--- src/rtl/bnw_pkg.sv ---
// Block heights, hit-window bounds and judgement codes shared by the block
// stages, the hit judge and the display.
package bnw_pkg;

  localparam int H_SPAWN  = 120;
  localparam int H_OFF    = 720;
  localparam int WIN_TOP  = 600;
  localparam int WIN_BOT  = 680;
  localparam int PERF_TOP = 630;
  localparam int PERF_BOT = 660;

  localparam logic [1:0] JUDGE_NONE    = 2'd0;
  localparam logic [1:0] JUDGE_MISS    = 2'd1;
  localparam logic [1:0] JUDGE_GOOD    = 2'd2;
  localparam logic [1:0] JUDGE_PERFECT = 2'd3;

  function automatic logic h_in(input logic [9:0] h, input int lo, input int hi);
    return (int'(h) >= lo) && (int'(h) <= hi);
  endfunction

endpackage

--- src/rtl/hit_judge_if.sv ---
// Lane heights and keys into the judge, score/combo/judgement out of it.
interface hit_judge_if #(parameter int LANES = 4);

  logic                   restart;
  logic                   stop_or_endgame;
  logic [10*LANES-1:0]    block_h;
  logic [LANES-1:0]       key;
  logic [13:0]            score;
  logic [7:0]             combo;
  logic [7:0]             max_combo;
  logic [1:0]             judge;
  logic [1:0]             judge_lane;

  modport master (
    output restart, stop_or_endgame, block_h, key,
    input  score, combo, max_combo, judge, judge_lane
  );

  modport slave (
    input  restart, stop_or_endgame, block_h, key,
    output score, combo, max_combo, judge, judge_lane
  );

endinterface

--- src/rtl/hit_judge_lane_judge.sv ---
// One lane: key edge detect and WAIT/WIN/DONE tracking of the falling block.
// Emits registered 1-cycle hit_perf/hit_good/miss pulses, one per block.
module lane_judge
  import bnw_pkg::*;
(
  input  logic       clk,
  input  logic       rst_n,
  input  logic       restart,
  input  logic       stop,
  input  logic [9:0] h,
  input  logic       key,
  output logic       hit_perf,
  output logic       hit_good,
  output logic       miss
);

  localparam logic [1:0] ST_WAIT = 2'd0;
  localparam logic [1:0] ST_WIN  = 2'd1;
  localparam logic [1:0] ST_DONE = 2'd2;

  logic [1:0] state;
  logic       key_q;
  logic       press;
  logic       in_win;
  logic       in_perf;
  logic       below;
  logic       above;

  assign press   = key & ~key_q;
  assign in_win  = h_in(h, WIN_TOP, WIN_BOT);
  assign in_perf = h_in(h, PERF_TOP, PERF_BOT);
  assign below   = int'(h) < WIN_TOP;
  assign above   = int'(h) > WIN_BOT;

  always_ff @(posedge clk or negedge rst_n) begin
    if (!rst_n) begin
      state    <= ST_DONE;
      key_q    <= 1'b0;
      hit_perf <= 1'b0;
      hit_good <= 1'b0;
      miss     <= 1'b0;
    end else if (restart) begin
      state    <= ST_DONE;
      key_q    <= 1'b0;
      hit_perf <= 1'b0;
      hit_good <= 1'b0;
      miss     <= 1'b0;
    end else begin
      // key_q keeps tracking during a pause so a held key cannot fire on resume
      key_q    <= key;
      hit_perf <= 1'b0;
      hit_good <= 1'b0;
      miss     <= 1'b0;
      if (!stop) begin
        case (state)
          ST_WAIT: if (in_win) state <= ST_WIN;
          ST_WIN: begin
            // leaving the window wins over a same-cycle press
            if (below || above) begin
              miss  <= 1'b1;
              state <= below ? ST_WAIT : ST_DONE;
            end else if (press) begin
              hit_perf <= in_perf;
              hit_good <= ~in_perf;
              state    <= ST_DONE;
            end
          end
          ST_DONE: if (below) state <= ST_WAIT;
          default: state <= ST_DONE;
        endcase
      end
    end
  end

endmodule

--- src/rtl/hit_judge.sv ---
// Per-lane judging plus score/combo accounting and a held judgement display.
// Key press at edge N shows on the outputs at edge N+1; stop freezes everything but key tracking.
module hit_judge
  import bnw_pkg::*;
#(
  parameter int LANES      = 4,
  parameter int SHOW_TICKS = 5,
  parameter int SCORE_MAX  = 9999
) (
  input logic        clk,
  input logic        rst_n,
  hit_judge_if.slave bus
);

  localparam int TW = $clog2(SHOW_TICKS + 1);

  logic [LANES-1:0] hit_perf;
  logic [LANES-1:0] hit_good;
  logic [LANES-1:0] miss;

  for (genvar i = 0; i < LANES; i++) begin : g_lane
    lane_judge u_lane (
      .clk      (clk),
      .rst_n    (rst_n),
      .restart  (bus.restart),
      .stop     (bus.stop_or_endgame),
      .h        (bus.block_h[10*i +: 10]),
      .key      (bus.key[i]),
      .hit_perf (hit_perf[i]),
      .hit_good (hit_good[i]),
      .miss     (miss[i])
    );
  end

  logic [13:0]   score_q;
  logic [7:0]    combo_q;
  logic [7:0]    max_q;
  logic [1:0]    judge_q;
  logic [1:0]    lane_q;
  logic [TW-1:0] timer_q;

  logic [7:0]  add;
  logic [7:0]  n_hit;
  logic        any_miss;
  logic        any_evt;
  logic [1:0]  evt_code;
  logic [1:0]  evt_lane;
  logic [14:0] score_sum;
  logic [8:0]  combo_sum;
  logic [13:0] score_next;
  logic [7:0]  combo_next;
  logic [7:0]  max_next;

  // Walk from the top lane down so the lowest-index event is reported.
  always_comb begin
    add      = '0;
    n_hit    = '0;
    any_miss = 1'b0;
    any_evt  = 1'b0;
    evt_code = JUDGE_NONE;
    evt_lane = '0;
    for (int i = LANES - 1; i >= 0; i--) begin
      if (hit_perf[i]) begin
        add   = add + 8'd3;
        n_hit = n_hit + 8'd1;
      end else if (hit_good[i]) begin
        add   = add + 8'd1;
        n_hit = n_hit + 8'd1;
      end
      if (miss[i]) any_miss = 1'b1;
      if (hit_perf[i] || hit_good[i] || miss[i]) begin
        any_evt  = 1'b1;
        evt_lane = 2'(i);
        evt_code = hit_perf[i] ? JUDGE_PERFECT : (hit_good[i] ? JUDGE_GOOD : JUDGE_MISS);
      end
    end
  end

  assign score_sum  = {1'b0, score_q} + 15'(add);
  assign score_next = (score_sum > 15'(SCORE_MAX)) ? 14'(SCORE_MAX) : score_sum[13:0];
  assign combo_sum  = {1'b0, combo_q} + 9'(n_hit);
  assign combo_next = any_miss ? 8'd0 : ((combo_sum > 9'd255) ? 8'd255 : combo_sum[7:0]);
  assign max_next   = (combo_next > max_q) ? combo_next : max_q;

  always_ff @(posedge clk or negedge rst_n) begin
    if (!rst_n) begin
      score_q <= '0;
      combo_q <= '0;
      max_q   <= '0;
      judge_q <= JUDGE_NONE;
      lane_q  <= '0;
      timer_q <= '0;
    end else if (bus.restart) begin
      score_q <= '0;
      combo_q <= '0;
      max_q   <= '0;
      judge_q <= JUDGE_NONE;
      lane_q  <= '0;
      timer_q <= '0;
    end else if (any_evt) begin
      score_q <= score_next;
      combo_q <= combo_next;
      max_q   <= max_next;
      judge_q <= evt_code;
      lane_q  <= evt_lane;
      timer_q <= TW'(SHOW_TICKS);
    end else if (!bus.stop_or_endgame && timer_q != '0) begin
      timer_q <= timer_q - 1'b1;
      if (timer_q == TW'(1)) judge_q <= JUDGE_NONE;
    end
  end

  assign bus.score      = score_q;
  assign bus.combo      = combo_q;
  assign bus.max_combo  = max_q;
  assign bus.judge      = judge_q;
  assign bus.judge_lane = lane_q;

endmodule
--- src/flat_wrapper.sv ---
// flat-port wrapper written by rule: the top's interface ports become plain ports
module hit_judge_flat import bnw_pkg::*;
#(
  parameter int LANES      = 4,
  parameter int SHOW_TICKS = 5,
  parameter int SCORE_MAX  = 9999
)
  (clk, rst_n, bus_restart, bus_stop_or_endgame, bus_block_h, bus_key, bus_score, bus_combo, bus_max_combo, bus_judge, bus_judge_lane);
  hit_judge_if #(.LANES(LANES)) bus_i ();
  input logic clk;
  input logic rst_n;
  input wire logic [$bits(bus_i.restart)-1:0] bus_restart;
  input wire logic [$bits(bus_i.stop_or_endgame)-1:0] bus_stop_or_endgame;
  input wire logic [$bits(bus_i.block_h)-1:0] bus_block_h;
  input wire logic [$bits(bus_i.key)-1:0] bus_key;
  output wire logic [$bits(bus_i.score)-1:0] bus_score;
  output wire logic [$bits(bus_i.combo)-1:0] bus_combo;
  output wire logic [$bits(bus_i.max_combo)-1:0] bus_max_combo;
  output wire logic [$bits(bus_i.judge)-1:0] bus_judge;
  output wire logic [$bits(bus_i.judge_lane)-1:0] bus_judge_lane;
  assign bus_i.restart = bus_restart;
  assign bus_i.stop_or_endgame = bus_stop_or_endgame;
  assign bus_i.block_h = bus_block_h;
  assign bus_i.key = bus_key;
  assign bus_score = bus_i.score;
  assign bus_combo = bus_i.combo;
  assign bus_max_combo = bus_i.max_combo;
  assign bus_judge = bus_i.judge;
  assign bus_judge_lane = bus_i.judge_lane;
  hit_judge #(.LANES(LANES), .SHOW_TICKS(SHOW_TICKS), .SCORE_MAX(SCORE_MAX)) u_core (.clk(clk), .rst_n(rst_n), .bus(bus_i));
endmodule
--- config.mk ---
export PLATFORM = sky130hd
export DESIGN_NAME = hit_judge_flat
export DESIGN_NICKNAME = d
export VERILOG_FILES = /design/src/rtl/bnw_pkg.sv /design/src/rtl/hit_judge_if.sv /design/src/rtl/hit_judge_lane_judge.sv /design/src/rtl/hit_judge.sv /design/src/flat_wrapper.sv
export SDC_FILE = /design/constraint.sdc
export NUM_CORES = 1
export LEC_CHECK = 0
export ABC_AREA = 1
export BUFFER_PORTS_ARGS = -buffer_cell sky130_fd_sc_hd__buf_4
export CORE_MARGIN = 4
export CORE_UTILIZATION = 35
export CTS_CLUSTER_SIZE = 20
export DETAILED_ROUTE_END_ITERATION = 8
export GPL_TIMING_DRIVEN = 0
export PLACE_DENSITY = 0.56
export RECOVER_POWER = 25
export SKIP_CTS_REPAIR_TIMING = 1
export SYNTH_ARGS = -nofsm -noshare
export SYNTH_HDL_FRONTEND = slang
export SYNTH_SLANG_ARGS = --single-unit
--- constraint.sdc ---
create_clock -name clk -period 4.99 [get_ports clk]
set_input_delay 0.499 -clock clk [delete_from_list [all_inputs] [get_ports clk]]
set_output_delay 0.499 -clock clk [all_outputs]
set_load 0.02 [all_outputs]
==> impl_metrics.xml <==
<?xml version="1.0" encoding="UTF-8"?>
<metrics>
  <group name="critical_path">
    <metric name="worst-endpoint-arrival" unit="ns">4.75</metric>
    <metric name="required" unit="ns">5.20</metric>
    <metric name="r2r_cells" unit="">29</metric>
    <metric name="type_of_origin_of_the_critical_path" unit="">flip-flop</metric>
    <metric name="worst_path_largest_cell_delay" unit="ns">0.41</metric>
    <metric name="r2r-end" unit="">u_core.bus.max_combo[6]$_DFFE_PN0P_</metric>
    <metric name="worstSetupPathType" unit="">reg -&gt; reg</metric>
    <metric name="slack_of_the_worst_reg_to_reg_path" unit="ns">0.45</metric>
    <metric name="crit_path_end_kind" unit="">flip-flop</metric>
    <metric name="critical_path_peak_fanout" unit="">10</metric>
    <metric name="critPathMostFrequentCell" unit="">sky130_fd_sc_hd__nand2_1</metric>
    <metric name="crit_slowest_cell" unit="">sky130_fd_sc_hd__dfrtp_1</metric>
    <metric name="r2r-start" unit="">u_core.g_lane[3].u_lane.hit_perf$_DFF_PN0_</metric>
  </group>
  <group name="finish">
    <metric name="finish.utilization" unit="%">44.39</metric>
    <metric name="final_cells" unit="">998</metric>
    <metric name="syn_to_final_growth" unit="%">23.24</metric>
    <metric name="diodes" unit="">0</metric>
    <metric name="final_cell_mix" unit="">sky130_fd_sc_hd__nand2_1 (207), sky130_fd_sc_hd__inv_1 (93), sky130_fd_sc_hd__buf_4 (82)</metric>
    <metric name="fin_nets" unit="">897</metric>
    <metric name="multiInputGateArea" unit="sq um">2898</metric>
    <metric name="stdcell_area" unit="sq um">5926</metric>
    <metric name="most_common_cell_after_layout_fill_and_taps_aside" unit="">sky130_fd_sc_hd__nand2_1</metric>
    <metric name="storage_cell_area" unit="sq um">1531</metric>
    <metric name="drive_above_1_share" unit="%">15.69</metric>
    <metric name="fill_cells" unit="">1372</metric>
  </group>
  <group name="power">
    <metric name="max-vdd-ir-drop" unit="uV">131.5</metric>
    <metric name="power.switching" unit="mW">0.4837</metric>
    <metric name="power.static_leakage" unit="nW">3.140</metric>
    <metric name="internal-power" unit="mW">1.022</metric>
    <metric name="power_per_cell_area" unit="nW/um^2">254.0</metric>
    <metric name="p_seq_share" unit="%">39.7</metric>
    <metric name="comb_power_share" unit="%">23.5</metric>
    <metric name="pwr-share-clk" unit="%">36.8</metric>
    <metric name="finalPower" unit="mW">1.505</metric>
    <metric name="sw_frac_of_total" unit="%">32.13</metric>
  </group>
  <group name="grt">
    <metric name="grt_max_degree" unit="">62</metric>
    <metric name="grt.overflow.total" unit="">0</metric>
    <metric name="grt_pass1_vias" unit="">4879</metric>
    <metric name="global_route.usage.total" unit="%">16.98</metric>
    <metric name="global_route_wire_length_before_repair" unit="um">22180</metric>
    <metric name="grt_antenna_before_repair" unit="">0</metric>
  </group>
  <group name="drt">
    <metric name="drtPass1Iterations" unit="">5</metric>
    <metric name="ant_nets" unit="">0</metric>
    <metric name="first_iter_violations" unit="">315</metric>
    <metric name="remaining_drc_errors" unit="">0</metric>
    <metric name="wl" unit="um">12870</metric>
    <metric name="wire_per_inst" unit="um">12.89</metric>
    <metric name="vias" unit="">4981</metric>
    <metric name="via_per_inst" unit="">4.991</metric>
  </group>
  <group name="placed_design">
    <metric name="place.port_buffers" unit="">81</metric>
    <metric name="detailed_place_hpwl" unit="um">10190</metric>
    <metric name="dpl-instance-area" unit="sq um">5637</metric>
    <metric name="gpl.final_weighted_congestion" unit="">0.9117</metric>
    <metric name="placed_cells_incl_taps" unit="">980</metric>
    <metric name="pre_cts_slack" unit="ns">0.1718</metric>
  </group>
  <group name="synth">
    <metric name="ys_async_sr_fraction" unit="%">100.0</metric>
    <metric name="ys_seq_area_share" unit="%">31.85</metric>
    <metric name="synth_largest_type_area_fraction" unit="%">29.66</metric>
    <metric name="synth_area_per_cell" unit="sq um">6.651</metric>
    <metric name="edff_count_synth" unit="">0</metric>
    <metric name="syn-num-nets" unit="">803</metric>
    <metric name="netlist_instances" unit="">723</metric>
    <metric name="synth_area" unit="sq um">4808</metric>
    <metric name="ys_warn_count" unit="">0</metric>
    <metric name="synth_seq_cells" unit="">61</metric>
    <metric name="synth_top_area_cell" unit="">sky130_fd_sc_hd__dfrtp_1</metric>
    <metric name="synth.distinct_cells" unit="">42</metric>
    <metric name="top_reg_cell_synth" unit="">sky130_fd_sc_hd__dfrtp_1</metric>
    <metric name="yosys-top-cells-area" unit="">sky130_fd_sc_hd__dfrtp_1 (30%), sky130_fd_sc_hd__nand2_1 (16%), sky130_fd_sc_hd__ha_1 (7.8%), sky130_fd_sc_hd__inv_1 (7.3%), sky130_fd_sc_hd__nor2_1 (6.4%)</metric>
  </group>
  <group name="min_path">
    <metric name="min_delay_worst_endpoint" unit="">u_core.g_lane[3].u_lane.key_q$_DFF_PN0_</metric>
    <metric name="hold_class" unit="">in -&gt; reg</metric>
    <metric name="hold_depth" unit="">3</metric>
    <metric name="holdCritStartpoint" unit="">bus_key[3]</metric>
  </group>
  <group name="timing">
    <metric name="max_slew_margin" unit="%">-128.8</metric>
    <metric name="layout_min_cycle_time" unit="ns">4.538</metric>
    <metric name="setup_viol_count_final" unit="">0</metric>
    <metric name="worst_slew_pin_slew" unit="ns">3.432</metric>
    <metric name="unrepaired_setup_endpoints_after_global_routing" unit="">no</metric>
    <metric name="timing.fmax" unit="MHz">220.4</metric>
    <metric name="hold_ws" unit="ns">0.3877</metric>
    <metric name="layout_worst_path_cycle_share" unit="%">90.94</metric>
    <metric name="hold_viol" unit="">0</metric>
    <metric name="final-max-slew-violation-count" unit="">62</metric>
    <metric name="final.setup.worst_slack" unit="ns">0.4519</metric>
    <metric name="finClkSkew" unit="ns">0.007826</metric>
    <metric name="totalNegativeSetupSlack" unit="ns">0</metric>
  </group>
  <group name="clock_tree">
    <metric name="cts.sink_count" unit="">61</metric>
    <metric name="worst_setup_hold_path_clk_slew" unit="ns">0.05</metric>
    <metric name="cts_max_level" unit="">3</metric>
    <metric name="cts-root-buf" unit="">sky130_fd_sc_hd__clkbuf_16</metric>
    <metric name="cts_tree" unit="">done</metric>
    <metric name="clock_insertion_delay_at_the_later_pin_of_the_skew_report" unit="ns">0.34</metric>
    <metric name="cts_inserted_buffers" unit="">9</metric>
    <metric name="clock_tree.buffer_depth" unit="">2</metric>
  </group>
  <group name="status">
    <metric name="violations" unit="">capacitance limit, slew limit</metric>
    <metric name="outcome" unit="">complete, but fails checks</metric>
  </group>
  <group name="floorplan">
    <metric name="placeableCoreArea" unit="sq um">13350</metric>
    <metric name="pin_count" unit="">82</metric>
    <metric name="design.die.area" unit="sq um">15680</metric>
    <metric name="initial_core_util" unit="%">36.02</metric>
    <metric name="chipHeight" unit="um">125.2</metric>
    <metric name="core.rowCount" unit="">42</metric>
    <metric name="die_x" unit="um">125.2</metric>
  </group>
  <group name="run">
    <metric name="max_cap_violations" unit="">1</metric>
  </group>
</metrics>
[worst max-delay path: cells and delay by family, from the launching register on]
family          cells  cell delay, ns
buf+inv             5            0.42
simple gates       12            1.15
flops               1            0.41
compound gates      6            0.86
xor+xnor            1            0.15
fa+ha+maj           5            1.43
[logic make-up after synthesis]
group,synth area share (%)
compound gates,13.24
xor+xnor,2.004
fa+ha+maj,8.639
buf+inv,8.379
flops,31.85
simple gates,35.88
[routing by layer]
metal	vias up	GRT usage, %	part of all wire, %	routed length (um)
li1	2556	-	-	-
met1	2284	21.65	45	5747
met2	111	27.97	48	6173
met3	30	3.156	4.4	566
met4	0	7.781	2.9	378
met5	-	0	0	0
[power groups by stage]
stage | Combinational (mW) | Clock [mW] | Sequential, mW
2_1_floorplan | 0.224 | 0 | 0.603
5_1_grt | 0.404 | 0.596 | 0.606
6_report | 0.354 | 0.554 | 0.598
3_5_place_dp | 0.353 | 0 | 0.606
4_1_cts | 0.355 | 0.575 | 0.597
3_3_place_gp | 0.340 | 0 | 0.603
[final cells by class]
class                           instances  area share, %
Timing Repair Buffer                   83          10.45
Buffer                                  8         0.7179
Inverter                               96          6.081
Multi-Input combinational cell        558          48.90
Clock buffer                           14          4.117
Clock inverter                          2         0.1689
Sequential cell                        61          25.84
Tap cell                              176          3.716
[cell usage after synthesis (2+ instances only)]
cell type	number
sky130_fd_sc_hd__nand3_1	61
sky130_fd_sc_hd__o22ai_1	2
sky130_fd_sc_hd__nor3_1	9
sky130_fd_sc_hd__o21a_1	4
sky130_fd_sc_hd__nand3b_1	4
sky130_fd_sc_hd__a21oi_1	33
sky130_fd_sc_hd__fa_1	2
sky130_fd_sc_hd__nand2_4	2
sky130_fd_sc_hd__xor2_1	3
sky130_fd_sc_hd__nand4_1	13
sky130_fd_sc_hd__or2_2	4
sky130_fd_sc_hd__nand2_1	207
sky130_fd_sc_hd__xnor2_1	8
sky130_fd_sc_hd__ha_1	30
sky130_fd_sc_hd__nor3b_1	2
sky130_fd_sc_hd__inv_1	93
sky130_fd_sc_hd__o211ai_1	3
sky130_fd_sc_hd__nor2_2	7
sky130_fd_sc_hd__o21ai_0	56
sky130_fd_sc_hd__inv_2	3
sky130_fd_sc_hd__o21ai_1	7
sky130_fd_sc_hd__dfrtp_1	57
sky130_fd_sc_hd__o31ai_1	3
sky130_fd_sc_hd__dfstp_2	4
sky130_fd_sc_hd__buf_2	4
sky130_fd_sc_hd__clkbuf_1	3
sky130_fd_sc_hd__nor2_1	82
sky130_fd_sc_hd__a31oi_1	2
sky130_fd_sc_hd__nor3_2	2
[worst max-delay path by stage]
stage                                                           from                                   to  slack, ns  depth (start not counted)
after CTS                 u_core.g_lane[3].u_lane.hit_perf$_DFF_PN0_  u_core.bus.max_combo[1]$_DFFE_PN0P_       0.17                         27
after detailed placement  u_core.g_lane[3].u_lane.hit_perf$_DFF_PN0_  u_core.bus.max_combo[1]$_DFFE_PN0P_       0.17                         27
final                     u_core.g_lane[3].u_lane.hit_perf$_DFF_PN0_  u_core.bus.max_combo[6]$_DFFE_PN0P_       0.45                         29
after global placement    u_core.g_lane[3].u_lane.hit_perf$_DFF_PN0_  u_core.bus.max_combo[1]$_DFFE_PN0P_       0.28                         27
after floorplan           u_core.g_lane[3].u_lane.hit_perf$_DFF_PN0_  u_core.bus.max_combo[6]$_DFFE_PN0P_       0.80                         29
after global routing      u_core.g_lane[3].u_lane.hit_perf$_DFF_PN0_  u_core.bus.max_combo[6]$_DFFE_PN0P_      0.009                         28
[state kept, by name, indices dropped and copies added, names as in the netlist]
| register | count |
|---|---|
| u_core.g_lane.u_lane.key_q | 4 |
| u_core.bus.score | 14 |
| u_core.g_lane.u_lane.hit_good | 4 |
| u_core.bus.judge | 2 |
| u_core.bus.max_combo | 8 |
| u_core.g_lane.u_lane.hit_perf | 4 |
| u_core.bus.judge_lane | 2 |
| u_core.g_lane.u_lane.miss | 4 |
| u_core.bus.combo | 8 |
| u_core.timer_q | 3 |
| u_core.g_lane.u_lane.state | 8 |
Note: power is estimated with default switching activity, not from simulation.
